===== src/rtl/pattern_scheduler_if.sv =====
// rtl/pattern_scheduler_if.sv - switch/ROM/serial-pin bundle for pattern_scheduler
//
// Purpose: groups the request, pattern and serial-output signals of the
//          pattern scheduler so they travel as one port.
// Signals:
//   sw1..sw4     request per source (asynchronous to sysclk)
//   holder       global pause
//   rom1..rom4   8-bit pattern per source
//   out          serial data, MSB first
//   sel          granted source index (0=rom1 .. 3=rom4)
//   busy         frame in progress (LOAD, SHIFT, GAP)
//   count8       bit index within the current frame, 0..7
//   count        completed-frame counter, wraps 255->0
// Modports:
//   master       source side: drives switches, pause and patterns
//   slave        scheduler side: drives the serial pin and status

interface pattern_scheduler_if;
   logic       sw1;
   logic       sw2;
   logic       sw3;
   logic       sw4;
   logic       holder;
   logic [7:0] rom1;
   logic [7:0] rom2;
   logic [7:0] rom3;
   logic [7:0] rom4;
   logic       out;
   logic [1:0] sel;
   logic       busy;
   logic [3:0] count8;
   logic [7:0] count;

   modport master (
      output sw1, sw2, sw3, sw4, holder, rom1, rom2, rom3, rom4,
      input  out, sel, busy, count8, count
   );

   modport slave (
      input  sw1, sw2, sw3, sw4, holder, rom1, rom2, rom3, rom4,
      output out, sel, busy, count8, count
   );
endinterface


===== src/rtl/pattern_scheduler.sv =====
// rtl/pattern_scheduler.sv - round-robin serialiser of four 8-bit patterns
//
// Purpose: grants one of four pattern sources per frame (round robin from a
//          pointer that advances past the last served source), shifts the
//          granted byte MSB-first with DIV sysclk cycles per bit, then drives
//          GAP*DIV idle cycles of 0 before the next grant. holder freezes the
//          bit/gap timing and blocks new grants.
// Parameters:
//   DIV   sysclk cycles per output bit (>=2)
//   GAP   idle bit periods after each frame (>=1)
// Ports:
//   sysclk    system clock, rising edge
//   reset_n   asynchronous active-low reset
//   bus       pattern_scheduler_if.slave (switches, pause, patterns, serial
//             output and status)

module pattern_scheduler #(
   parameter int DIV = 4,
   parameter int GAP = 1
) (
   input  logic                  sysclk,
   input  logic                  reset_n,
   pattern_scheduler_if.slave    bus
);

   localparam int GCYC = GAP * DIV;
   localparam int TW   = (DIV  > 1) ? $clog2(DIV)  : 1;
   localparam int GW   = (GCYC > 1) ? $clog2(GCYC) : 1;
   localparam logic [TW-1:0] TICK_LAST = TW'(DIV - 1);
   localparam logic [GW-1:0] GAP_LAST  = GW'(GCYC - 1);

   typedef enum logic [1:0] {
      S_IDLE  = 2'd0,
      S_LOAD  = 2'd1,
      S_SHIFT = 2'd2,
      S_GAP   = 2'd3
   } state_t;

   state_t        state;
   logic [3:0]    sw_meta;
   logic [3:0]    req;
   logic [1:0]    ptr;
   logic [7:0]    shreg;
   logic [TW-1:0] tick;
   logic [GW-1:0] gcnt;

   logic          out_q;
   logic [1:0]    sel_q;
   logic          busy_q;
   logic [3:0]    count8_q;
   logic [7:0]    count_q;

   logic [1:0]    pick;
   logic [7:0]    rom_sel;
   logic [3:0]    sw_vec;

   assign sw_vec = {bus.sw4, bus.sw3, bus.sw2, bus.sw1};

   // First requester at or after the pointer, circularly. Scanning offsets
   // from 3 down to 0 lets the smallest offset overwrite the others.
   always_comb begin
      pick = ptr;
      for (int k = 3; k >= 0; k--) begin
         if (req[ptr + 2'(k)]) begin
            pick = ptr + 2'(k);
         end
      end
   end

   always_comb begin
      rom_sel = bus.rom1;
      case (sel_q)
         2'd0:    rom_sel = bus.rom1;
         2'd1:    rom_sel = bus.rom2;
         2'd2:    rom_sel = bus.rom3;
         default: rom_sel = bus.rom4;
      endcase
   end

   always_ff @(posedge sysclk or negedge reset_n) begin
      if (!reset_n) begin
         sw_meta  <= 4'd0;
         req      <= 4'd0;
      end else begin
         sw_meta  <= sw_vec;
         req      <= sw_meta;
      end
   end

   always_ff @(posedge sysclk or negedge reset_n) begin
      if (!reset_n) begin
         state    <= S_IDLE;
         ptr      <= 2'd0;
         shreg    <= 8'd0;
         tick     <= '0;
         gcnt     <= '0;
         out_q    <= 1'b0;
         sel_q    <= 2'd0;
         busy_q   <= 1'b0;
         count8_q <= 4'd0;
         count_q  <= 8'd0;
      end else begin
         case (state)
            S_IDLE: begin
               out_q <= 1'b0;
               if (!bus.holder && (req != 4'd0)) begin
                  sel_q  <= pick;
                  busy_q <= 1'b1;
                  state  <= S_LOAD;
               end
            end

            // The pattern is captured here once; later rom changes cannot
            // disturb the frame in flight.
            S_LOAD: begin
               shreg    <= rom_sel;
               out_q    <= rom_sel[7];
               count8_q <= 4'd0;
               tick     <= '0;
               state    <= S_SHIFT;
            end

            S_SHIFT: begin
               if (!bus.holder) begin
                  if (tick == TICK_LAST) begin
                     tick <= '0;
                     if (count8_q != 4'd7) begin
                        // shreg[7] is already on the pin, so bit 6 is next.
                        out_q    <= shreg[6];
                        shreg    <= {shreg[6:0], 1'b0};
                        count8_q <= count8_q + 4'd1;
                     end else begin
                        out_q   <= 1'b0;
                        count_q <= count_q + 8'd1;
                        ptr     <= sel_q + 2'd1;
                        gcnt    <= '0;
                        state   <= S_GAP;
                     end
                  end else begin
                     tick <= tick + 1'b1;
                  end
               end
            end

            default: begin
               out_q <= 1'b0;
               if (!bus.holder) begin
                  if (gcnt == GAP_LAST) begin
                     busy_q <= 1'b0;
                     state  <= S_IDLE;
                  end else begin
                     gcnt <= gcnt + 1'b1;
                  end
               end
            end
         endcase
      end
   end

   assign bus.out    = out_q;
   assign bus.sel    = sel_q;
   assign bus.busy   = busy_q;
   assign bus.count8 = count8_q;
   assign bus.count  = count_q;

endmodule

===== src/flat_wrapper.sv =====
// flat-port wrapper written by rule: the top's interface ports become plain ports
module pattern_scheduler_flat 
#(
   parameter int DIV = 4,
   parameter int GAP = 1
)
  (sysclk, reset_n, bus_sw1, bus_sw2, bus_sw3, bus_sw4, bus_holder, bus_rom1, bus_rom2, bus_rom3, bus_rom4, bus_out, bus_sel, bus_busy, bus_count8, bus_count);
  pattern_scheduler_if bus_i ();
  input  logic sysclk;
  input  logic reset_n;
  input wire logic [$bits(bus_i.sw1)-1:0] bus_sw1;
  input wire logic [$bits(bus_i.sw2)-1:0] bus_sw2;
  input wire logic [$bits(bus_i.sw3)-1:0] bus_sw3;
  input wire logic [$bits(bus_i.sw4)-1:0] bus_sw4;
  input wire logic [$bits(bus_i.holder)-1:0] bus_holder;
  input wire logic [$bits(bus_i.rom1)-1:0] bus_rom1;
  input wire logic [$bits(bus_i.rom2)-1:0] bus_rom2;
  input wire logic [$bits(bus_i.rom3)-1:0] bus_rom3;
  input wire logic [$bits(bus_i.rom4)-1:0] bus_rom4;
  output wire logic [$bits(bus_i.out)-1:0] bus_out;
  output wire logic [$bits(bus_i.sel)-1:0] bus_sel;
  output wire logic [$bits(bus_i.busy)-1:0] bus_busy;
  output wire logic [$bits(bus_i.count8)-1:0] bus_count8;
  output wire logic [$bits(bus_i.count)-1:0] bus_count;
  assign bus_i.sw1 = bus_sw1;
  assign bus_i.sw2 = bus_sw2;
  assign bus_i.sw3 = bus_sw3;
  assign bus_i.sw4 = bus_sw4;
  assign bus_i.holder = bus_holder;
  assign bus_i.rom1 = bus_rom1;
  assign bus_i.rom2 = bus_rom2;
  assign bus_i.rom3 = bus_rom3;
  assign bus_i.rom4 = bus_rom4;
  assign bus_out = bus_i.out;
  assign bus_sel = bus_i.sel;
  assign bus_busy = bus_i.busy;
  assign bus_count8 = bus_i.count8;
  assign bus_count = bus_i.count;
  pattern_scheduler #(.DIV(DIV), .GAP(GAP)) u_core (.sysclk(sysclk), .reset_n(reset_n), .bus(bus_i));
endmodule

===== config.mk =====
export PLATFORM = sky130hd
export DESIGN_NAME = pattern_scheduler_flat
export DESIGN_NICKNAME = d
export VERILOG_FILES = /design/src/rtl/pattern_scheduler_if.sv /design/src/rtl/pattern_scheduler.sv /design/src/flat_wrapper.sv
export SDC_FILE = /design/constraint.sdc
export NUM_CORES = 1
export LEC_CHECK = 0
export BUFFER_PORTS_ARGS = -buffer_cell sky130_fd_sc_hd__buf_2
export CAP_MARGIN = 25
export CORE_MARGIN = 3
export CORE_UTILIZATION = 45
export DETAILED_ROUTE_END_ITERATION = 10
export PLACE_DENSITY = 0.71
export SETUP_SLACK_MARGIN = 0.4
export SYNTH_ARGS = -nofsm -noshare
export SYNTH_HDL_FRONTEND = slang
export SYNTH_SLANG_ARGS = --single-unit

===== constraint.sdc =====
create_clock -name sysclk -period 4.8 [get_ports sysclk]
set_input_delay 0.96 -clock sysclk [delete_from_list [all_inputs] [get_ports sysclk]]
set_output_delay 0.96 -clock sysclk [all_outputs]
set_load 0.05 [all_outputs]

* Word-level counts from Yosys, hierarchy flattened *
Cells that the tools add are included.

word-level totals
  register bits = 39
  input bits = 39
  output and inout bits = 16
  word-level logic and storage cells = 106

cells by class
  $add $sub $neg = 8
  $lt $le $gt $ge = 4
  equality and inequality tests = 15
  multiplexer cells = 45
  bitwise operators = 4
  reduce and logical (&&, ||, !) cells = 18

operator list
  kind                   count
  $mux W2                17
  $pmux W8 S3            1
  $mux W7                3
  $pmux W7 S2            1
  $lt A2 B3 Y1 const B   4
  $mux W4                3
  $reduce_and A4 Y1      3
  $mux W1                10
  $add A2 B1 Y2 const B  4
  $add A8 B1 Y8 const B  1
  $bmux W1 S2            4
  $eq A2 B2 Y1 const B   4
  $ne A2 B1 Y1 const B   4
  $pmux W2 S2            2
  $pmux W4 S2            1
  $reduce_bool A4 Y1     2
  $ne A2 B2 Y1 const B   3
  $pmux W2 S3            1
  $reduce_and A2 Y1      3
  $reduce_and A6 Y1      1
  $reduce_and A5 Y1      1
  $add A2 B2 Y2 const B  2
  $add A4 B1 Y4 const B  1
  $eq A2 B1 Y1 const B   2
  9 further kinds        16

* Logic depth before layout (Yosys ltp) *
Gate-level depths: netlist of the first run.

  depth in word-level cells = 7
  gate-level depth with buffers = 7
  depth with buffers taken out = 6

* Least setup slack after synthesis of the first run *
No wires, ideal clock.

  kind = register to register
  start = register u_core.count8_q[0] (netlist: u_core.bus.count8[0])
  end = register u_core.gcnt[0]
  setup time = 125 ps
  arrival time = 1,985 ps
  required time = 4,675 ps
  slack = 2,690 ps
  stages on the path, launching flop included = 6
  buffers on the path = 0
  period minus slack after synthesis = 2,110 ps
  cell sequence = dfrtp_1 ha_1 and3b_1 a31oi_1 or4_4 mux2_4

on the way
  cells in the longest elaborated chain, start to end = 3

RTL lines
  item                         RTL line                  RTL
  start, declared              pattern_scheduler.sv:50   logic [3:0] count8_q;
  start signal, assigned       pattern_scheduler.sv:131  count8_q <= count8_q + 4'd1;
  $ne A4 B3 Y1                 pattern_scheduler.sv:127  if (count8_q != 4'd7) begin
  $ne A2 B2 Y1 (no line)       n/a
  $reduce_and A5 Y1 (no line)  n/a
  end signal, assigned         pattern_scheduler.sv:152  gcnt <= gcnt + 1'b1;
  end, declared                pattern_scheduler.sv:45   logic [GW-1:0] gcnt;

Every way passes these cells.
A chain may end at the register's enable or synchronous reset.

* Worst setup path in the final report of the first run *
  start = register u_core.state[0]
  end = register u_core.state[1]

on the way
  cells in the longest elaborated chain, start to end = 3
  elaborated cells on any way between the ends = 11
  classes of those cells = eq/ne: 7; mux: 1; reduce/logical: 3

RTL lines
  item                                                  RTL line                  RTL
  start, declared                                       pattern_scheduler.sv:39   state_t state;
  start signal, assigned                                pattern_scheduler.sv:92   state <= S_IDLE;
  start signal, assigned                                pattern_scheduler.sv:109  state <= S_LOAD;
  start signal, assigned                                pattern_scheduler.sv:120  state <= S_SHIFT;
  $eq A2 B1 Y1, or another cell as far along            pattern_scheduler.sv:103  case (state)
  $ne A3 B1 Y1 (no line), or another cell as far along  n/a
  $reduce_and A6 Y1 (no line)                           n/a

Several ways; a longest one is shown, not always the timed one.

==> results.yml, run 1 <==
status:
  status: "finished, final reports clean"
cells_and_area:
  drive_gt1_share_pct: 27.6
  diodes: 0
  area_delta_synth_final_pct: 18.4
  final_nets: 300
sta:
  max_freq_ghz: 0.464
  slew_headroom_pct: 42.8
  worstMarginPinSlew_ns: 0.859
  slew_violations: 0
  min_period_ns: 2.15
  fin_crit_sh_pct: 44.9
  rsz0062_at_grt: "no"
  whs_ns: 0.350
  finalSetupTns_ns: 0
  setup_viol: 0
  clock_skew_ns: 0.00498
  hold_viol: 0
die:
  dieArea_sq_um: 5360
  die_h_um: 73.2
  io_pins: 55
  design.core.area_sq_um: 4170
  start_util_pct: 48.8
  rows: 23
  die_x_um: 73.2
global_routing:
  grt_pass1_wl_um: 7180
  first_global_vias: 1550
  grt_antenna_before_repair: 0
  grt.total_usage_pct: 17.3
  grt_max_degree: 40
  gr-total-overflow: 0
logic_synthesis:
  syn_area_per_cell_sq_um: 10.4
  synth_seq_area_share_pct: 48.0
  ys_ff_latch: 39
  yosysWarnings: 0
  synthCells: 195
  synth_area_sq_um: 2030
  yosys.cell_types.count: 40
  synth_nets: 246
clock_network:
  cts_max_path_buffers: 2
  cts_setup_buffers: 0
  cts.clk_slew.worst_paths_ns: 0.07
  cts_tree: "done"
  clkLatencyLatePin_ns: 0.29
  htreeDepth: 2
  cts_root_buf: "clkbuf_8"
  cts_hold_buf: 0
  ctsResizeCount: 0
  clock_sinks: 39
  numCtsBuffers: 5
setup_path:
  required_ns: 4.98
  cp_max_fo: 15
  cp.arrival_ns: 2.33
  crit_path_start_kind: "flip-flop"
  reg2reg_setup_slack_ns: 2.65
  r2r-start: "u_core.state[0]"
  endpoint_kind: "flip-flop"
  reg2reg_depth: 6
  crit_type: "flip-flop to flip-flop"
  rr_endpoint: "u_core.state[1]"
hold_path:
  whs_path_depth: 0
  min_from: "u_core.sw_meta[1]"
  min_to: "u_core.req[1]"
  hold_class: "flip-flop to flip-flop"
place:
  hpwl_um: 3200
  gp_congestion: 0.810
  io_buffers: 54
detailed_routing:
  routedWlPerCell_um: 14.2
  drc_errors: 0
  antenna_left: 0
  wl_um: 4260
  drt_first_pass_iters: 4
  drt_iter0_markers: 131
  via_per_inst: 5.55
  vias: 1664
flow_run:
  drv_cap: 0
pwr:
  vdd_drop_max_v: 0.000256
  p_leak_nw: 1.19
  power_density_nw_per_um2: 545
[sequential cells by signal, summed over array words and instances (netlist names), 2 cells and up]
signal / count
u_core.ptr: 2
u_core.gcnt: 2
u_core.state: 2
u_core.sw_meta: 4
u_core.bus.count8: 4
u_core.tick: 2
u_core.bus.count: 8
u_core.req: 4
u_core.shreg: 7
u_core.bus.sel: 2
[cell usage in the layout, fill, tap and decap left out, types with 2 or more instances in the layout]
cell / netlist / layout
o41ai_1: 2 / 2
ha_1: 12 / 12
nand3_1: 2 / 2
nand2b_1: 3 / 3
mux2_4: 2 / 2
dfrtp_1: 39 / 39
mux2i_1: 5 / 5
inv_1: 10 / 10
nand2_1: 26 / 26
a31oi_1: 3 / 3
a21oi_1: 5 / 5
nand4_1: 5 / 5
xor2_1: 2 / 2
nor2_1: 6 / 6
o221ai_1: 7 / 7
nor3_1: 2 / 2
xnor2_1: 6 / 6
o21ai_0: 21 / 21
buf_2: 0 / 54
clkbuf_8: 1 / 5
mux2_2: 2 / 2
nor2b_1: 4 / 4
a222oi_1: 8 / 8
[report_power, final]
| part | switching (mW) | total (mW) | internal, mW | leakage, nW |
|---|---|---|---|---|
| clock network | 0.112 | 0.214 | 0.101 | 0.0412 |
| logic | 0.380 | 0.624 | 0.244 | 0.659 |
| registers | 0.0676 | 0.476 | 0.409 | 0.490 |
[how the worst max path moves through the flow]
stage / to / from / slack (ns)
after global placement: u_core.shreg[4] / bus_holder / 2.53
after global routing: u_core.state[1] / u_core.state[0] / 2.38
after CTS: u_core.state[1] / u_core.state[0] / 2.63
after floorplan: u_core.gcnt[0] / u_core.bus.count8[0] / 2.69
after detailed placement: u_core.shreg[5] / bus_holder / 2.50
final: u_core.state[1] / u_core.state[0] / 2.65
[metrics by stage]
stage	power (mW)	setup slack [ns]	utilization (%)	cells	area, sq um
floorplan	0.967	2.69	-	195	2030
global placement	1.10	2.53	55.7	292	2320
detailed placement	1.11	2.50	55.7	292	2320
CTS	1.33	2.63	57.7	300	2410
global route	1.43	2.38	57.7	300	2410
finish	1.31	2.65	57.7	300	2410
[critical path, cell delays in order, from the launching register on]
cell and delay [ns]:
dfrtp_1 0.41, inv_1 0.12, ha_1 0.48, inv_1 0.35
a21oi_1 0.21, a31o_2 0.15, mux2_2 0.33
[cells in the mapped netlist (all sizes together)]
cell    number  area [sq um]
dfrtp       39           976
nand2       26          97.6
o21ai       21           105
ha          12           150
inv         10          37.5
a222oi       8          80.1
nor2         7          28.8
o221ai       7          61.3
clkbuf       6          32.5
xnor2        6          52.6
a21oi        5          25.0
mux2i        5          50.1
nand4        5          31.3
mux2         4          52.6
nor2b        4          25.0
a31oi        3          18.8
nand2b       3          18.8
nand3        2          10.0
nor3         2          10.0
o41ai        2          17.5
xor2         2          17.5
a211o        1          8.76
a22o         1          8.76
a31o         1          8.76
a32oi        1          8.76
and2b        1          7.51
and3         1          6.26
and3b        1          8.76
buf          1          11.3
nand3b       1          7.51
nand4b       1          8.76
o21a         1          7.51
o21bai       1          7.51
o31a         1          10.0
o32ai        1          8.76
or3          1          6.26
or4          1          11.3
[per-layer routing]
metal	global-route usage, %	routed length, um	up-vias	share of wire (%)
li1	-	-	832	-
met1	23.3	2020	774	47
met2	26.8	1860	52	44
met3	5.10	329	6	7.7
met4	5.53	55	0	1.3
met5	0	0	-	0
[area by class of cell]
| class | count | area (sq um) |
|---|---|---|
| fill | 372 | 1760 |
| multi-input combinational | 139 | 977 |
| sequential | 39 | 976 |
| timing repair buffer | 54 | 270 |
| clock buffer | 6 | 72.6 |
| tap | 50 | 62.6 |
| inverter | 10 | 37.5 |
| clock inverter | 2 | 12.5 |
[cells by family after synthesis]
kind of cell | after synthesis | share of synthesized area, %
AO/OA/AOI/OAI | 54 | 18.5
XOR/XNOR | 8 | 3.44
adder cells (fa/ha/maj) | 12 | 7.38
buffers and inverters | 17 | 4.00
flip-flops | 39 | 48.0
multiplexers | 9 | 5.04
AND/OR/NAND/NOR | 56 | 13.7
No activity file was read; power rests on OpenSTA's default activity.
==> run 2, diff against run 1 <==
==> constraint.sdc (replaced) <==
create_clock -name sysclk -period 2.15 [get_ports sysclk]
set_input_delay 0.43 -clock sysclk [delete_from_list [all_inputs] [get_ports sysclk]]
set_output_delay 0.43 -clock sysclk [all_outputs]
set_load 0.05 [all_outputs]
==> run 2 against run 1 <==
Clock skew grew 0.0014 ns. Hold slack lost 0.25 ns. Combinational power grew to 2.6 times the previous value. Cell count grew 4.3%. Fmax grew 25%. Routed wire length grew 7.3%. Register-to-register slack lost 2.2 ns.
==> results.yml, run 2 (same netlist as run 1, synthesis figures left out) <==
status:
  status: "finished, final reports clean"
cells_and_area:
  area_delta_synth_final_pct: 28.8
  final_cells: 313
  multi_input_comb_area_sq_um: 1050
  final_nets: 313
  largest_reg_flops: 8
  postLayoutCellArea_sq_um: 2620
  fill_cells: 334
  final_cell_mix: "buf_2 (54), dfrtp_1 (33), nand2_1 (26)"
  ff_latch_area_sq_um: 983
  drive_gt1_share_pct: 39.2
  diodes: 0
  layout_commonest_cell: "buf_2"
detailed_routing:
  drt_iter0_markers: 155
  via_per_inst: 5.57
  antenna_left: 0
  drc_errors: 0
  vias: 1744
  wl_um: 4570
  routedWlPerCell_um: 14.6
  drt_first_pass_iters: 6
sta:
  whs_ns: 0.0965
  slew_headroom_pct: 66.5
  setup_viol: 0
  hold_viol: 0
  rsz0062_at_grt: "yes"
  clock_skew_ns: 0.00637
  finalSetupTns_ns: 0
  slew_violations: 0
  max_freq_ghz: 0.580
  worstMarginPinSlew_ns: 0.502
  fin_crit_sh_pct: 80.2
  min_period_ns: 1.72
clock_network:
  clock_sinks: 39
  clkLatencyLatePin_ns: 0.29
  cts_root_buf: "clkbuf_8"
  htreeDepth: 2
  numCtsBuffers: 5
  cts_max_path_buffers: 2
  cts.clk_slew.worst_paths_ns: 0.08
  cts_tree: "done"
flow_run:
  drv_cap: 0
global_routing:
  grt.total_usage_pct: 17.6
  busiest_layer: "met2"
  grt_antenna_before_repair: 0
  first_global_vias: 1613
  grt_pass1_wl_um: 7330
  grt.met3_usage_pct: 4.96
  gr-total-overflow: 0
  grt_max_degree: 24
  use_met1_pct: 24.3
  met2_usage_pct: 27.0
place:
  place_inst: 296
  gp_congestion: 0.783
  io_buffers: 54
  dpl_cell_area_sq_um: 2370
  hpwl_um: 3280
setup_path:
  required_ns: 2.33
  crit_chain: "ha_4 -> and3b_2 -> a31oi_1 -> or4_4 -> mux2_4"
  cpPeakStageDelay_ns: 0.45
  crit_type: "flip-flop to flip-flop"
  reg2reg_setup_slack_ns: 0.43
  crit_path_start_kind: "flip-flop"
  endpoint_kind: "flip-flop"
  cpMaxStageDelayCell: "or4_4"
  cp.arrival_ns: 1.90
  cp_max_fo: 4
pwr:
  pwr-share-seq_pct: 32.2
  power_density_nw_per_um2: 1280
  p_sw_share_pct: 40.6
  switchingPower_mw: 1.37
  p_clk_share_pct: 18.6
  p_int_mw: 2.00
  p_leak_nw: 1.25
  vdd_drop_max_v: 0.000659
  p_comb_share_pct: 49.2
  power.total_mw: 3.36
die:
  rows: 23
  die_h_um: 73.2
  die_x_um: 73.2
  dieArea_sq_um: 5360
  design.core.area_sq_um: 4170
  io_pins: 55
  start_util_pct: 48.8
hold_path:
  hold_class: "input pin to asynchronous set/reset pin"
==> run 2: critical path, delay by kind of cell (launching register included) <==
kind	cells	cell delay [ns]
AOI/OAI and AO/OA	1	0.09
adders and majority gates	1	0.15
DFF	1	0.41
muxes	1	0.31
and+or+nand+nor	2	0.65
==> run 2: through the flow <==
step           util, %  setup WS [ns]
2_1_floorplan        -          0.276
3_3_place_gp      56.9          0.272
3_5_place_dp      56.9          0.179
4_1_cts           60.5          0.405
5_1_grt           62.8          0.346
6_report          62.8          0.427
==> run 2: worst paths after layout <==
check / start / to / depth (start not counted)
setup / recovery: u_core.bus.count8[0] / u_core.gcnt[0] / 5
hold / removal: reset_n / u_core.shreg[4] / 1
setup reg to reg: u_core.bus.count8[0] / u_core.gcnt[0] / 5
hold reg to reg: u_core.sw_meta[1] / u_core.req[1] / 0
max in group asynchronous: reset_n / u_core.state[1] / 2
min in group sysclk: bus_sw2 / u_core.sw_meta[1] / 1
==> run 2: timing repair <==
| item | 4_1_cts | 5_1_grt |
|---|---|---|
| hold buffers | 0 | 0 |
| gates resized for setup | 7 | 10 |
| endpoints found under the setup margin | 14 | 15 |
| cloned | 0 | 0 |
| pin swaps | 0 | 6 |
| buffers inserted | 1 | 8 |
==> run 2: cell type report <==
type | instances | share of cell area (%)
timing repair buffer | 67 | 14.0
inverter | 10 | 1.58
clock buffer | 5 | 2.63
clock inverter | 3 | 1.81
sequential | 39 | 37.5
tap | 50 | 2.39
multi-input combinational | 139 | 40.0
==> run 2: power by group through the flow <==
stage / clock (mW) / combinational [mW] / sequential, mW
final: 0.626 / 1.65 / 1.08
after global placement: 0 / 1.41 / 1.08
after floorplan: 0 / 0.928 / 1.25
after detailed placement: 0 / 1.44 / 1.09
after global routing: 0.679 / 1.83 / 1.11
after CTS: 0.638 / 1.49 / 1.08
==> run 2: layer usage <==
metal | vias up | share of wire (%)
met2 | 50 | 48
met5 | - | 0
met4 | 0 | 1.1
met3 | 4 | 5.6
met1 | 838 | 45
li1 | 852 | -
==> run 3, diff against run 2 <==
==> constraint.sdc (replaced) <==
create_clock -name sysclk -period 1.6 [get_ports sysclk]
set_input_delay 0.32 -clock sysclk [delete_from_list [all_inputs] [get_ports sysclk]]
set_output_delay 0.32 -clock sysclk [all_outputs]
set_load 0.05 [all_outputs]
==> run 3 against run 2 <==
The flow now finishes with violations (negative setup slack). Combinational power up 130%. Largest cell class unchanged. Clock skew fell by 0.0011 ns. Core utilization is 19 points higher. Global-route usage is 7.4 points higher. Design area grew 30%. Fmax down 3.2%. Power rose by 84%. First-iteration DRC count increased by 48%. Die area stayed put. Routed wire length up 56%. Largest power group unchanged. Non-clock buffer count up 44.
==> results.yml, run 3 (same netlist as run 1, synthesis figures left out) <==
status:
  status: "finished with violations"
  violations: "negative setup slack"
die:
  rows: 23
  start_util_pct: 48.8
  design.core.area_sq_um: 4170
  dieArea_sq_um: 5360
  io_pins: 55
  die_x_um: 73.2
  die_h_um: 73.2
sta:
  fin_crit_sh_pct: 111
  rsz0062_at_grt: "yes"
  slew_violations: 0
  max_freq_ghz: 0.562
  clock_skew_ns: 0.00523
  worstMarginPinSlew_ns: 0.679
  hold_viol: 0
  fin_ws_ns: -0.179
  setup_viol: 17
  slew_headroom_pct: 54.7
  min_period_ns: 1.78
cells_and_area:
  largest_reg_flops: 8
  final_cells: 357
  final_util_pct: 81.6
  final_cell_mix: "buf_2 (38), buf_6 (32), buf_4 (32)"
  ff_latch_area_sq_um: 987
  layout_commonest_cell: "buf_2"
  fill_cells: 205
  multi_input_comb_area_sq_um: 1250
  final_nets: 357
  diodes: 0
  drive_gt1_share_pct: 58.0
  area_delta_synth_final_pct: 67.3
global_routing:
  grt_max_degree: 31
  grt.total_usage_pct: 25.0
  grt_pass1_wl_um: 10200
  first_global_vias: 2109
  grt_antenna_before_repair: 0
  gr-total-overflow: 0
place:
  place_inst: 320
  gp_congestion: 0.850
  io_buffers: 54
  hpwl_um: 3670
setup_path:
  crit_chain: "inv_4 -> ha_4 -> nor2_4 -> or3_1 -> a31o_2 -> mux2_2"
  cpPeakStageDelay_ns: 0.44
  cp_max_fo: 6
  worstPathBufferInverterCount: 1
  endpoint_kind: "flip-flop"
  cp_top_family: "flip-flops"
  critical_path_depth: 6
  cp.arrival_ns: 1.96
  crit_type: "flip-flop to flip-flop"
  cpMaxStageDelayCell: "dfrtp_2"
  crit_path_start_kind: "flip-flop"
  required_ns: 1.78
  reg2reg_depth: 6
detailed_routing:
  via_per_inst: 5.96
  antenna_left: 0
  vias: 2128
  drt_first_pass_iters: 7
  routedWlPerCell_um: 19.9
  wl_um: 7110
  drc_errors: 0
  drt_iter0_markers: 229
clock_network:
  cts_hold_buf: 0
  cts_max_path_buffers: 2
  cts_tree: "done"
  cts_root_buf: "clkbuf_8"
  htreeDepth: 2
  clock_sinks: 39
  clkLatencyLatePin_ns: 0.29
  cts.clk_slew.worst_paths_ns: 0.08
  numCtsBuffers: 5
hold_path:
  hold_class: "input pin to asynchronous set/reset pin"
pwr:
  power_density_nw_per_um2: 1820
  vdd_drop_max_v: 0.00112
  p_leak_nw: 1.60
flow_run:
  drv_cap: 0
-- run 3: changes by cell type in the layout (fill, tap and decap cells not counted), moves of 7 or more --
cell,previous run,this run
buf_6,0,32
buf_4,13,32
o21ai_0,21,2
buf_2,54,38
o21ai_1,0,12
buf_8,0,7
-- run 3: final cells by class --
type | count | share of cell area (%)
inverters | 10 | 1.18
repair buffers | 111 | 27.7
clock inverters | 2 | 1.03
well taps | 50 | 1.84
flip-flops and latches | 39 | 29.0
clock buffers | 6 | 2.43
multi-input cells | 139 | 36.8
-- run 3: timing repair --
action / 4_1_cts / 5_1_grt
gates cloned: 1 / 0
gates resized for setup: 99 / 18
pin swaps: 23 / 11
setup endpoints to repair: 47 / 45
setup buffers: 21 / 7
-- run 3: metal layers --
metal  GRT usage (%)  vias up  part of all wire (%)
li1                -      951                     -
met3            4.27       26                   7.8
met1            28.4     1028                    38
met4            9.43        0                   3.9
met5               0        -                     0
met2            46.1      123                    50
-- run 3: through the flow --
step	hold WS (ns)	TNS [ns]	area [sq um]	total power [mW]	setup WS (ns)
global placement	0.332	-0.686	2610	3.87	-0.0821
CTS	0.0881	-0.567	3260	5.71	-0.129
detailed placement	0.335	-1.63	2610	3.94	-0.172
finish	0.0564	-1.44	3400	6.19	-0.179
global route	0.109	-2.50	3400	6.49	-0.211
floorplan	0.0244	-0.637	2130	3.12	-0.270
-- run 3: power by group --
| group | leakage, nW | internal [mW] | switching, mW |
|---|---|---|---|
| logic | 1.06 | 1.89 | 1.96 |
| clock network | 0.0612 | 0.505 | 0.356 |
| registers | 0.477 | 1.24 | 0.238 |
-- run 3: final timing paths --
kind                       slack [ns]              start                end
setup / recovery                -0.18    u_core.state[0]    u_core.state[1]
hold / removal                   0.06            reset_n    u_core.shreg[4]
setup reg to reg                -0.18    u_core.state[0]    u_core.state[1]
hold reg to reg                  0.35  u_core.sw_meta[3]      u_core.req[3]
max in group asynchronous        0.98            reset_n    u_core.state[0]
min in group sysclk              0.13            bus_sw4  u_core.sw_meta[3]
